### config.mk
export PLATFORM = sky130hd
export DESIGN_NAME = pipe_stage_skid
export DESIGN_NICKNAME = d
export VERILOG_FILES = /design/src/rtl/pipe_stage_skid.sv
export SDC_FILE = /design/constraint.sdc
export NUM_CORES = 1
export LEC_CHECK = 0
export BUFFER_PORTS_ARGS = -buffer_cell sky130_fd_sc_hd__buf_2
export CAP_MARGIN = 20
export CORE_MARGIN = 1.5
export CORE_UTILIZATION = 58
export CTS_CLUSTER_SIZE = 14
export DETAILED_ROUTE_END_ITERATION = 6
export PLACE_DENSITY = 0.86
export SLEW_MARGIN = 10
export SYNTH_ARGS = -nofsm -noshare
export SYNTH_HDL_FRONTEND = slang
export SYNTH_SLANG_ARGS = --single-unit
### constraint.sdc
create_clock -name clk -period 3.1 [get_ports clk]
set_input_delay 0 -clock clk [delete_from_list [all_inputs] [get_ports clk]]
set_output_delay 0 -clock clk [all_outputs]
set_load 0.05 [all_outputs]
### src/rtl/pipe_stage_skid.sv
// Valid/ready pipeline register with one-entry skid buffer, synchronous flush and transfer counter.
// Latency 1 cycle; in_ready/out_valid decode only the state register, so a stall reaches upstream one edge later.
module pipe_stage_skid #(
  parameter int WIDTH  = 32,
  parameter int NCH    = 4,
  parameter int FWIDTH = 4,
  parameter int CNTW   = 16
) (
  input  logic                 clk,
  input  logic                 reset,
  input  logic                 flush,
  input  logic                 in_valid,
  output logic                 in_ready,
  input  logic [NCH*WIDTH-1:0] in_data,
  input  logic [FWIDTH-1:0]    in_flags,
  output logic                 out_valid,
  input  logic                 out_ready,
  output logic [NCH*WIDTH-1:0] out_data,
  output logic [WIDTH-1:0]     out_flags,
  output logic [1:0]           occ,
  output logic [CNTW-1:0]      xfer_cnt
);

  typedef enum logic [1:0] {EMPTY = 2'd0, FULL = 2'd1, SKID = 2'd2} state_t;

  state_t               state;
  logic [NCH*WIDTH-1:0] skid_data;
  logic [WIDTH-1:0]     skid_flags;
  logic [WIDTH-1:0]     flags_ext;
  logic                 acc;
  logic                 take;

  always_comb begin
    flags_ext = '0;
    flags_ext[FWIDTH-1:0] = in_flags;
  end

  assign in_ready  = (state != SKID);
  assign out_valid = (state != EMPTY);
  assign occ       = (state == SKID) ? 2'd2 : ((state == FULL) ? 2'd1 : 2'd0);
  assign acc       = in_valid & in_ready;
  assign take      = out_valid & out_ready;

  always_ff @(posedge clk or negedge reset) begin
    if (!reset) begin
      state      <= EMPTY;
      out_data   <= '0;
      out_flags  <= '0;
      skid_data  <= '0;
      skid_flags <= '0;
      xfer_cnt   <= '0;
    end else begin
      // A take in a flush cycle still completed on the wire, so it is counted.
      if (take) xfer_cnt <= xfer_cnt + CNTW'(1);
      if (flush) begin
        state      <= EMPTY;
        out_data   <= '0;
        out_flags  <= '0;
        skid_data  <= '0;
        skid_flags <= '0;
      end else begin
        case (state)
          EMPTY: begin
            if (acc) begin
              state     <= FULL;
              out_data  <= in_data;
              out_flags <= flags_ext;
            end
          end
          FULL: begin
            if (acc && take) begin
              out_data  <= in_data;
              out_flags <= flags_ext;
            end else if (acc) begin
              state      <= SKID;
              skid_data  <= in_data;
              skid_flags <= flags_ext;
            end else if (take) begin
              state <= EMPTY;
            end
          end
          SKID: begin
            if (take) begin
              state     <= FULL;
              out_data  <= skid_data;
              out_flags <= skid_flags;
            end
          end
          default: state <= EMPTY;
        endcase
      end
    end
  end

endmodule

======== Word-level counts from Yosys, hierarchy flattened ========
Index checks and enable logic that the tools add are counted.
storage, ports and cells
  register bits ........................... 338
  bits of input ports ..................... 137
  output and inout bits ................... 180
  logic and storage cells ................. 52
operators by class
  $add $sub $neg .......................... 1
  eq/ne operators ......................... 9
  multiplexer cells ....................... 25
  bitwise operators ....................... 2
  reduce and logical (&&, ||, !) cells .... 9
operators by type and width
  cell                                                                   number
  128-bit two-way mux                                                    7
  128-bit one-hot mux with 3 select lines                                1
  32-bit two-way mux                                                     7
  32-bit one-hot mux with 3 select lines                                 1
  16-bit by 1-bit adder with 16-bit output, second input constant        1
  2-bit two-way mux                                                      7
  3-bit != test, second input constant                                   3
  4-bit AND reduction                                                    2
  2-bit one-hot mux with 3 select lines                                  1
  2-bit nonzero test                                                     3
  2-bit != test, second input constant                                   2
  4-bit != test, second input constant                                   1
  4-bit nonzero test                                                     1
  3-bit by 2-bit != test with 1-bit output, second input constant        1
  3-bit AND reduction                                                    1
  1-bit bitwise AND                                                      2
  2-bit by 1-bit equality test with 1-bit output, second input constant  1
  2-bit equality test, second input constant                             1
  2-bit zero test                                                        1
  1-bit logical AND                                                      1
  1-bit two-way mux                                                      1

======== Depth between registers and ports, before layout ========
Gate-level depths: netlist of run 1.
  depth after elaboration ................. 7
  gate-level depth with buffers ........... 7
  mapped depth without buffers ............ 5

======== Worst setup path after synthesis of run 1 ========
Ideal clock, no wire load.
  path kind ............................... reg2reg
  start ................................... register xfer_cnt[0]
  end ..................................... register xfer_cnt[12]
  library setup time ...................... 0.141 ns
  data arrival time ....................... 1.644 ns
  required time ........................... 2.959 ns
  path slack .............................. 1.315 ns
  cell stages (with the launch flop) ...... 6
  path buffers ............................ 0
  period minus slack after synthesis ...... 1.785 ns
  cell sequence ........................... dfrtp_1 -> ha_1 -> o211ai_1 -> nor3_1 -> nand3_1 -> xnor2_1
between the ends
  cells in the longest elaborated chain, start to end .. 1
ends and longest elaborated chain
  item                                      line  text
  from (decl)                               21    output logic [CNTW-1:0] xfer_cnt
  from (signal assigned)                    54    if (take) xfer_cnt <= xfer_cnt + CNTW'(1);
  16-bit by 1-bit adder with 16-bit output  54
Every way passes these cells.
A chain may end at the register's enable or synchronous reset.

======== Worst setup path after layout of run 1 ========
  start ................................... register state[1]
  end ..................................... register out_data[117]
between the ends
  cells in the longest elaborated chain, start to end .. 5
  elaborated cells between the ends (all ways) .. 15
  those cells by class .................... eq/ne (6); mux (2); bitwise (2); reduce/logical (5)
ends and longest elaborated chain
  item                                                       line    text
  from (decl)                                                26      state_t state;
  from (signal assigned)                                     46      state <= EMPTY;
  from (signal assigned)                                     56      state <= EMPTY;
  from (signal assigned)                                     65      state <= FULL;
  2-bit != test or 2-bit nonzero test (tied branches)        38, 39
  1-bit bitwise AND (on tied branches)                       41, 42
  1-bit logical AND                                          71      if (acc && take) begin
  3-bit by 2-bit != test with 1-bit output (no source line)  --
  4-bit AND reduction (no source line)                       --
  to (signal assigned)                                       66      out_data <= in_data;
  to (signal assigned)                                       72      out_data <= in_data;
  to (signal assigned)                                       85      out_data <= skid_data;
  to (decl)                                                  18      output logic [NCH*WIDTH-1:0] out_data,
Parallel ways exist; a longest one is shown, timed or not.

==> results by group, run 1 <==
Power
  – Worst IR Drop VDD: 0.421 mV
  – Sw frac: 31.3%
  – Leakage Power: 0.00738 uW
  – Internal power summed over all cells: 6540 uW
  – Share of total power in the clock network: 37.3%
  – Power per cell area: 581 nW/um^2
  – Register share of total power: 42.9%
  – Switching power summed over all nets: 2980 uW
  – Combinational share of power: 19.8%

Clock tree
  – Skew-Pair Late Insertion Delay: 540 ps
  – Longest Clk Path Bufs: 3
  – Root Buffer: clkbuf_16
  – Count of cells resized by post-cts repair: 0
  – Number of buffers added by the clock tree synthesis step: 30
  – Clock input transition at the sequential cells of the worst setup and hold paths: 60 ps
  – H-tree depth: 1
  – CTS Hold Buffers Added: 135
  – CTS sink cnt: 282
  – # Post-CTS Setup Buffers: 0
  – Clock tree from TritonCTS: yes

Floorplanning
  – Starting utilization of the core area: 59.6%
  – Total Die Area: 22700 um^2
  – Floorplan row count: 53
  – IO Count: 317
  – Die H: 151 um
  – Standard cell core area: 21200 um^2
  – Die outline width: 151 um

Placed design
  – Port Buffers: 288
  – Final GP Congestion: 0.807
  – Placed Cells: 1735
  – Area after detailed placement: 14000 um^2
  – Setup Slack @ Placement: 972 ps
  – Placed wire-length estimate after detailed placement: 18800 um

Synth
  – Cell types with the largest area share after synthesis: dfrtp_1 56%, nand2_1 12%, mux2i_1 10%
  – Area fraction in compound gates after synthesis: 13.4%
  – Count of flip-flops with a built-in enable after synthesis: 0
  – Main combinational cell family by area after synthesis: compound AO/OA/AOI/OAI gates
  – Yosys cell types: 31
  – Most instantiated flip-flop cell in the synthesis netlist: dfrtp_1
  – Area fraction in and, or, nand and nor cells after synthesis: 13.1%
  – Area share of the largest cell type after synthesis: 55.8%
  – YS warnings: 0
  – Netlist Area Pre-Place: 12700 um^2
  – Multiplexer fraction of the synthesized cell area: 10.6%
  – Adder and majority cell fraction of the synthesized area: 0.0989%
  – Largest area contributor in the synthesized netlist: dfrtp_1
  – Mean post-synth cell area: 10.0 um^2
  – Gate count of the mapped netlist: 1265
  – Count of state elements after synthesis: 282
  – Part of the Yosys area used for sequential elements: 55.8%
  – Synthesized-area fraction occupied by xor and xnor cells: 1.04%
  – Async set or reset register ratio after synthesis: 100%

Global route
  – Vias in the first global route: 10953
  – Total grt overflow: 0
  – Initial antenna violation count: 2
  – Wire length of the first global-routing pass: 54900 um
  – Maximum number of pins on one net before global-route repair: 151
  – Gr usage total: 30.4%

STA
  – Final critical delay including setup and external delays: 2250 ps
  – Setup repair after global routing missed its margin: false
  – Transition time of the tightest slew-check pin: 808 ps
  – Number of setup violations in the final report: 0
  – Final Worst Setup Slack: 854 ps
  – Post-route clock period utilization: 72.4%
  – Worst slew margin relative to its limit: 46.1%
  – Number of pins exceeding their max-slew limit in the final report: 0
  – Fmax: 445 MHz
  – Final worst clock skew: 10.1 ps
  – Setup TNS: 0 ps
  – Final-report hold violation count: 0

Final layout
  – Commonest non-fill, non-tap cell in the layout: nand2_1
  – Seq. cell area: 7060 um^2
  – Number of filler instances in the final layout: 1279
  – Non-filler instance count after layout: 1927
  – Util after Layout: 77.2%
  – Layout cells sized above 1: 21.6%
  – Post-route cell area: 16400 um^2
  – Area Overhead vs Synth: 29.5%
  – Commonest non-fill, non-tap cells in the layout: 403 x nand2_1, 286 x buf_2, 282 x dfrtp_1, 135 x a21oi_1, 135 x dlygate4sd3_1
  – Fin nets: 1765
  – Area occupied by multi-input gates: 4970 um^2

Worst setup path
  – Worst-path cell with the longest stage delay: dfrtp_1
  – Crit path arrival time: 2660 ps
  – CP Data Required Time: 3510 ps
  – Setup crit end kind: register
  – Critical path class: register to register
  – Kind of start point of the critical path: register
  – Highest cell delay on the worst timing path: 480 ps
  – Maximum fanout along the worst path: 144
  – Sequence of cells on the critical path: mux2_2 > a221oi_4 > buf_12 > nand2_1 > o31ai_1

Route
  – Pre-antenna DRT Iters: 5
  – Initial DRC Count: 713
  – Final routed wirelength across all metal layers: 35300 um
  – Avg WL per Cell: 18.3 um
  – Via Count: 11033
  – Vias per cell: 5.73
  – Number of routed nets with antenna violations: 0
  – Post-route DRC: 0

Job
  – Max-cap violation count: 0

Worst hold path
  – Type of the worst min-delay path: primary input to async pin

Outcome
  – Status: finished, final reports clean
## layer usage
metal | track usage (%) | part of all wire, %
met1 | 36.8 | 37
met2 | 52.2 | 51
met3 | 5.97 | 7.6
met4 | 14.5 | 4.6
met5 | 0 | 0
## final cells by class
cell class / count / share of cell area (%)
Antenna cell: 2 / 0.0305
Timing Repair Buffer: 435 / 18.4
Sequential cell: 282 / 43.1
Multi-Input combinational cell: 875 / 30.4
Inverter: 3 / 0.0687
Tap cell: 275 / 2.10
Clock buffer: 44 / 5.34
Clock inverter: 11 / 0.657
## synthesized netlist by cell type (all sizes together), types with 3 or more instances
| library cell | n |
|---|---|
| xnor2 | 12 |
| mux2i | 132 |
| xor2 | 3 |
| clkbuf | 41 |
| nor2 | 6 |
| inv | 3 |
| o31ai | 132 |
| buf | 91 |
| a21oi | 135 |
| nand3 | 3 |
| nand4 | 5 |
| nand2 | 403 |
| dfrtp | 282 |
## cell families (layout without fill, tap and decap cells)
| family | Yosys count | after routing |
|---|---|---|
| AO/OA/AOI/OAI | 270 | 270 |
| XOR/XNOR | 15 | 15 |
| adder cells (fa/ha/maj) | 1 | 1 |
| buffers and inverters | 135 | 493 |
| flip-flops | 282 | 282 |
| multiplexers | 134 | 134 |
| other | 1 | 30 |
| AND/OR/NAND/NOR | 427 | 427 |
## path summary, 6_finish.rpt
path,startpoint,end,slack (ps),depth (start not counted)
max in group asynchronous,reset,out_data[90],2090,3
hold reg to reg,out_data[38],out_data[38],470,2
hold / removal,reset,skid_data[76],30,2
setup reg to reg,state[1],out_data[117],850,5
setup / recovery,state[1],out_data[117],850,5
min in group clk,flush,skid_data[70],90,2
## sequential cells by signal (all words and copies together) (netlist names)
signal and flops:
xfer_cnt 16, out_flags 4, skid_flags 4, state 2
skid_data 128, out_data 128
## power by group through the flow
stage	registers, uW	clock network, uW	logic [uW]
after floorplan	4770	0	586
after global placement	4130	0	1680
after detailed placement	4130	0	1720
after CTS	4070	3590	1860
after global routing	4100	3740	1990
final	4080	3550	1890
## through the flow
stage	power (uW)	hold slack, ps
CTS	9520	64.3
global route	9830	91.3
detailed placement	5850	38.3
floorplan	5350	-296
finish	9520	33.1
global placement	5810	40.7
## critical path: cells and delay by family, from the launching register on
family	cells	cell delay (ps)
AOI/OAI and AO/OA	2	480
DFF	1	480
muxes	1	410
and+or+nand+nor	1	140
buffers and inverters	1	440
No activity file was read; power rests on OpenSTA's default activity.
==> inputs of run 2 (changes only) <==
--- a/config.mk
+++ b/config.mk
@@ -8,10 +8,10 @@
 export BUFFER_PORTS_ARGS = -buffer_cell sky130_fd_sc_hd__buf_2
 export CAP_MARGIN = 20
 export CORE_MARGIN = 1.5
-export CORE_UTILIZATION = 58
+export CORE_UTILIZATION = 48
 export CTS_CLUSTER_SIZE = 14
 export DETAILED_ROUTE_END_ITERATION = 6
-export PLACE_DENSITY = 0.86
+export PLACE_DENSITY = 0.76
 export SLEW_MARGIN = 10
 export SYNTH_ARGS = -nofsm -noshare
 export SYNTH_HDL_FRONTEND = slang
==> constraint.sdc (replaced) <==
create_clock -name clk -period 1.8 [get_ports clk]
set_input_delay 0 -clock clk [delete_from_list [all_inputs] [get_ports clk]]
set_output_delay 0 -clock clk [all_outputs]
set_load 0.05 [all_outputs]
==> results by group, run 2 (synthesized netlist as in run 1, its figures left out) <==
Outcome
  – Status: finished, violations left
  – Failing checks: DRC, hold timing, setup timing

Route
  – Pre-antenna DRT Iters: 7 (+2)
  – Initial DRC Count: 982 (+38%)
  – Detail Route met2 WL: 18100 um (+1.3%)
  – Met3 wire length: 2370 um (-11%)
  – Routed length on met1: 14800 um (+12%)
  – Via Count: 11159 (+1.1%)
  – Post-route DRC: 6 (+6)
  – Number of routed nets with antenna violations: 0 (unchanged)
  – Max layer used: met4
  – Vias per cell: 5.46 (-4.6%)
  – Final routed wirelength across all metal layers: 36700 um (+3.8%)
  – Avg WL per Cell: 17.9 um (-2.1%)

Worst setup path
  – Maximum fanout along the worst path: 29 (-80%)
  – Crit path arrival time: 2260 ps (-400 ps)
  – Sequence of cells on the critical path: mux2_4 > a221oi_4 > buf_12 > buf_12 > nand2_1 > o31ai_1
  – Kind of cell adding the most delay to the critical path: buffers and inverters
  – Setup slack on the worst flop-to-flop path: -40 ps (-890 ps)
  – Highest cell delay on the worst timing path: 410 ps (-70 ps)
  – CP Data Required Time: 2220 ps (-1290 ps)
  – Kind of start point of the critical path: register
  – Setup crit end kind: register
  – Worst r2r path cells: 6 (+1)
  – Reg-to-reg startpoint: state[1]
  – Worst-path cell with the longest stage delay: dfrtp_1
  – Reg-to-Reg End: out_data[86]
  – Critical path class: register to register
  – Number of buffers and inverters on the critical path: 2 (+1)
  – Most numerous cell on the critical path: buf_12

Power
  – Power per cell area: 967 nW/um^2 (+66%)
  – Overall power consumption: 16900 uW (+78%)
  – Leakage Power: 0.00787 uW (+6.7%)
  – Worst IR Drop VDD: 0.956 mV (+130%)

Job
  – Max-cap violation count: 0 (unchanged)

Final layout
  – Commonest non-fill, non-tap cells in the layout: 398 x nand2_1, 284 x buf_2, 282 x dfrtp_1, 137 x dlygate4sd3_1, 135 x a21oi_1
  – Diodes inserted: 0 (-2)
  – Layout cells sized above 1: 24.8% (+3.2 points)
  – Area Overhead vs Synth: 38.4%
  – Util after Layout: 67.4% (-9.8 points)
  – Fin nets: 1824 (+3.3%)
  – Seq. cell area: 7060 um^2 (unchanged)
  – Area occupied by multi-input gates: 5030 um^2 (+1.2%)
  – Commonest non-fill, non-tap cell in the layout: nand2_1
  – Number of filler instances in the final layout: 1842 (+44%)
  – Largest registers: out_data x128, skid_data x128, xfer_cnt x16

Placed design
  – Port Buffers: 288 (unchanged)
  – Final GP Congestion: 0.801 (-0.74%)
  – Placed wire-length estimate after detailed placement: 20400 um (+8.7%)
  – Setup Slack @ Placement: 53.7 ps (-918 ps)

STA
  – Final critical delay including setup and external delays: 1840 ps (-410 ps)
  – Final worst clock skew: 17.4 ps (+7.39 ps)
  – Minimum hold slack: -6.92 ps (-40.0 ps)
  – Final Worst Setup Slack: -35.6 ps (-890 ps)
  – Number of pins exceeding their max-slew limit in the final report: 0 (unchanged)
  – Transition time of the tightest slew-check pin: 737 ps (-71.7 ps)
  – Post-route clock period utilization: 102% (+30 points)
  – Fmax: 545 MHz (+22%)
  – Final-report hold violation count: 3 (+3)
  – Worst slew margin relative to its limit: 50.9% (+4.8 points)
  – Setup repair after global routing missed its margin: true
  – Number of setup violations in the final report: 12 (+12)

Clock tree
  – H-tree depth: 1 (unchanged)
  – CTS sink cnt: 282 (unchanged)
  – Number of buffers added by the clock tree synthesis step: 30 (unchanged)
  – Root Buffer: clkbuf_16
  – Clock input transition at the sequential cells of the worst setup and hold paths: 60 ps (about the same)
  – Clock tree from TritonCTS: yes
  – Skew-Pair Late Insertion Delay: 560 ps (+20 ps)
  – Longest Clk Path Bufs: 3 (unchanged)

Floorplanning
  – Standard cell core area: 26000 um^2 (+22%)
  – Floorplan row count: 59 (+11%)
  – Die H: 165 um (+9.7%)
  – Die outline width: 165 um (+9.7%)
  – IO Count: 317 (unchanged)
  – Starting utilization of the core area: 48.7% (-11 points)
  – Total Die Area: 27300 um^2 (+20%)

Global route
  – Total grt overflow: 0 (unchanged)
  – Maximum number of pins on one net before global-route repair: 151 (unchanged)
  – Initial antenna violation count: 0 (-2)
  – Gr usage total: 25.0% (-5.4 points)
  – Vias in the first global route: 10880 (-0.67%)
  – Wire length of the first global-routing pass: 54900 um (about the same)

Worst hold path
  – Type of the worst min-delay path: primary input to async pin
-- run 2: cell types whose count changed in the layout (fill, tap and decap cells not counted), moves of 5 or more --
cell / change
nand2_2: +5
o31ai_1: -5
buf_6: +7
nand2_1: -5
clkbuf_16: +11
buf_12: +16
buf_4: +19
-- run 2: repair_timing --
action                                 in CTS  in global routing
resized for setup                           8                 28
setup endpoints to repair                   2                197
setup buffers                               2                  8
pin swaps                                   0                  1
gates cloned                                0                 12
endpoints found under the hold margin     550                  0
hold buffers                              137                  0
-- run 2: worst register-to-register path: cells and delay by family (launching register included) --
| family | cells | cell delay, ps |
|---|---|---|
| AND/OR/NAND/NOR | 1 | 100 |
| flip-flops | 1 | 410 |
| AO/OA/AOI/OAI | 2 | 430 |
| multiplexers | 1 | 330 |
| buffers and inverters | 2 | 450 |
-- run 2: metal layers --
layer | up-vias | GRT usage (%)
met5 | - | 0
met4 | 0 | 11.6
met3 | 114 | 4.62
met2 | 496 | 41.5
met1 | 5453 | 31.6
li1 | 5096 | -
-- run 2: area by class of cell --
class / instances / share of cell area, %
inverters: 3 / 0.0643
repair buffers: 494 / 22.7
flip-flops and latches: 282 / 40.3
clock inverters: 9 / 0.714
well taps: 335 / 2.39
clock buffers: 46 / 5.09
multi-input cells: 875 / 28.7
-- run 2: stage by stage --
stage               cell area, um^2  cells  TNS [ps]
floorplan                     12800   1292         0
global placement              14600   1830         0
detailed placement            14600   1830         0
CTS                           17100   2024     -2.31
global route                  17500   2044     -2450
finish                        17500   2044      -228
-- run 2: worst max path at each step --
stage                startpoint             to  slack, ps  depth (start not counted)
global route           state[1]  out_data[104]        -90                          6
finish                 state[1]   out_data[86]        -40                          6
detailed placement     state[1]  out_data[122]         50                          6
floorplan           xfer_cnt[0]   xfer_cnt[12]         20                          5
CTS                    state[1]         occ[1]         -2                          5
global placement       state[1]  skid_data[83]         90                          7
-- run 2: report_power, final --
part / switching (uW) / total, uW / internal [uW]
Combinational: 2440 / 3540 / 1100
Sequential: 295 / 7030 / 6740
Clock: 2550 / 6370 / 3820
Total: 5280 / 16900 / 11700
==> inputs of run 3 (changes only) <==
--- a/config.mk
+++ b/config.mk
@@ -11,7 +11,8 @@
 export CORE_UTILIZATION = 48
 export CTS_CLUSTER_SIZE = 14
 export DETAILED_ROUTE_END_ITERATION = 6
-export PLACE_DENSITY = 0.76
+export PLACE_DENSITY = 0.81
+export REMOVE_ABC_BUFFERS = 1
 export SLEW_MARGIN = 10
 export SYNTH_ARGS = -nofsm -noshare
 export SYNTH_HDL_FRONTEND = slang
==> results by group, run 3 (synthesized netlist as in run 1, its figures left out) <==
Worst setup path
  – Sequence of cells on the critical path: mux2_4 > a221oi_4 > buf_6 > clkbuf_16 > buf_8 > nand2_2 > o31ai_4
  – Maximum fanout along the worst path: 6 (-79%)
  – Setup slack on the worst flop-to-flop path: -130 ps (-90 ps)
  – Kind of start point of the critical path: register
  – Critical path class: register to register
  – Reg-to-Reg End: out_data[7]
  – Worst r2r path cells: 7 (+1)
  – Highest cell delay on the worst timing path: 420 ps (about the same)
  – CP Data Required Time: 2230 ps (about the same)
  – Crit path arrival time: 2360 ps (+100 ps)
  – Capture point of the worst path: out_data[7]
  – Launching instance or port of the critical path: state[1]
  – Worst-path cell with the longest stage delay: dfrtp_1
  – Reg-to-reg startpoint: state[1]
  – Setup crit end kind: register

STA
  – Number of setup violations in the final report: 122 (+110)
  – Transition time of the tightest slew-check pin: 748 ps (+11.7 ps)
  – Final critical delay including setup and external delays: 1930 ps (+90.9 ps)
  – Final worst clock skew: 12.4 ps (-5.03 ps)
  – Worst slew margin relative to its limit: 50.1% (-0.78 points)
  – Final Worst Setup Slack: -127 ps (-90.9 ps)
  – Number of pins exceeding their max-slew limit in the final report: 0 (unchanged)
  – Final-report hold violation count: 0 (-3)
  – Fmax: 519 MHz (-4.7%)
  – Post-route clock period utilization: 107% (+5.1 points)
  – Setup repair after global routing missed its margin: true

Power
  – Worst IR Drop VDD: 0.773 mV (-19%)
  – Power per cell area: 961 nW/um^2 (-0.58%)
  – Overall power consumption: 17200 uW (+1.7%)
  – Leakage Power: 0.00807 uW (+2.5%)

Global route
  – Maximum number of pins on one net before global-route repair: 145 (-4.0%)
  – Total grt overflow: 0 (unchanged)
  – Gr usage total: 25.5% (+0.53 points)
  – Vias in the first global route: 11186 (+2.8%)
  – Wire length of the first global-routing pass: 55800 um (+1.5%)
  – Initial antenna violation count: 1 (+1)

Route
  – Final routed wirelength across all metal layers: 40100 um (+9.4%)
  – Initial DRC Count: 1098 (+12%)
  – Avg WL per Cell: 19.4 um (+8.4%)
  – Vias per cell: 5.62 (+2.9%)
  – Via Count: 11588 (+3.8%)
  – Post-route DRC: 0 (-6)
  – Number of routed nets with antenna violations: 0 (unchanged)
  – Pre-antenna DRT Iters: 5 (-2)

Placed design
  – Final GP Congestion: 0.784 (-2.1%)
  – Area after detailed placement: 14700 um^2 (+0.41%)
  – Port Buffers: 288 (unchanged)
  – Setup Slack @ Placement: 16.8 ps (-36.9 ps)
  – Placed wire-length estimate after detailed placement: 21100 um (+3.4%)

Final layout
  – Commonest non-fill, non-tap cells in the layout: 385 x nand2_1, 285 x buf_2, 282 x dfrtp_1, 136 x dlygate4sd3_1, 135 x a21oi_1
  – Area Overhead vs Synth: 41.6%
  – Fin nets: 1841 (+0.93%)
  – Largest registers: out_data x128, skid_data x128, xfer_cnt x16
  – Commonest non-fill, non-tap cell in the layout: nand2_1
  – Layout cells sized above 1: 27.4% (+2.6 points)
  – Post-route cell area: 17900 um^2 (+2.3%)
  – Number of filler instances in the final layout: 1687 (-8.4%)

Clock tree
  – H-tree depth: 1 (unchanged)
  – Root Buffer: clkbuf_16
  – Skew-Pair Late Insertion Delay: 540 ps (-20 ps)
  – Clock tree from TritonCTS: yes
  – Longest Clk Path Bufs: 3 (unchanged)
  – Number of buffers added by the clock tree synthesis step: 30 (unchanged)
  – CTS sink cnt: 282 (unchanged)
  – Clock input transition at the sequential cells of the worst setup and hold paths: 60 ps (about the same)

Worst hold path
  – Type of the worst min-delay path: primary input to async pin

Floorplanning
  – Standard cell core area: 26000 um^2 (unchanged)
  – Starting utilization of the core area: 48.7% (unchanged)
  – Die H: 165 um (unchanged)
  – Die outline width: 165 um (unchanged)
  – IO Count: 317 (unchanged)
  – Floorplan row count: 59 (unchanged)
  – Total Die Area: 27300 um^2 (unchanged)

Outcome
  – Failing checks: setup timing
  – Status: finished, violations left

Job
  – Max-cap violation count: 0 (unchanged)
run 3: cell type report:
cell class	instances	area, um^2	share of cell area (%)
Timing Repair Buffer	511	4190	23.4
Clock buffer	47	866	4.83
Inverter	3	11.3	0.0628
Sequential cell	282	7060	39.4
Tap cell	335	419	2.34
Clock inverter	9	175	0.977
Multi-Input combinational cell	875	5210	29.0
Antenna cell	1	2.50	0.0140
run 3: through the flow:
step / TNS, ps / util, % / std cells / hold WS, ps
finish: -7440 / 69.0 / 2063 / 5.94
global route: -14410 / 69.0 / 2062 / 61.3
CTS: -17.7 / 66.2 / 2039 / 42.4
detailed placement: 0 / 56.5 / 1838 / 26.8
global placement: 0 / 56.5 / 1838 / 21.1
floorplan: -1576520 / - / 1160 / -296
run 3: routing by layer:
metal  track usage (%)  vias up  share of wire [%]
met4              11.0        0                4.6
li1                  -     5146                  -
met5                 0        -                  0
met1              30.9     5710                 38
met2              44.4      590                 51
met3              4.65      142                6.9
run 3: repair_timing:
item	in CTS	in global routing
hold buffers	136	0
endpoints found under the hold margin	550	0
gates cloned	1	13
pin swaps	0	7
resized for setup	3	80
setup buffers	8	10
setup endpoints to repair	4	110
run 3: power by group:
part,switching [uW],internal [uW]
clock,2520,4010
sequential,325,6740
combinational,2480,1160
run 3: how the worst min path moves through the flow:
stage	end	slack, ps	depth (start not counted)
final	skid_data[82]	6	2
after global routing	skid_data[82]	60	2
after CTS	skid_data[82]	40	2
after detailed placement	skid_data[82]	30	1
after global placement	skid_data[82]	20	1
after floorplan	out_data[0]	-300	0
run 3: worst max-delay path: cells and delay by family (launching register included):
kind / cells / cell delay [ps]
AND/OR/NAND/NOR: 1 / 90
AO/OA/AOI/OAI: 2 / 490
buffers and inverters: 3 / 460
flip-flops: 1 / 420
multiplexers: 1 / 340
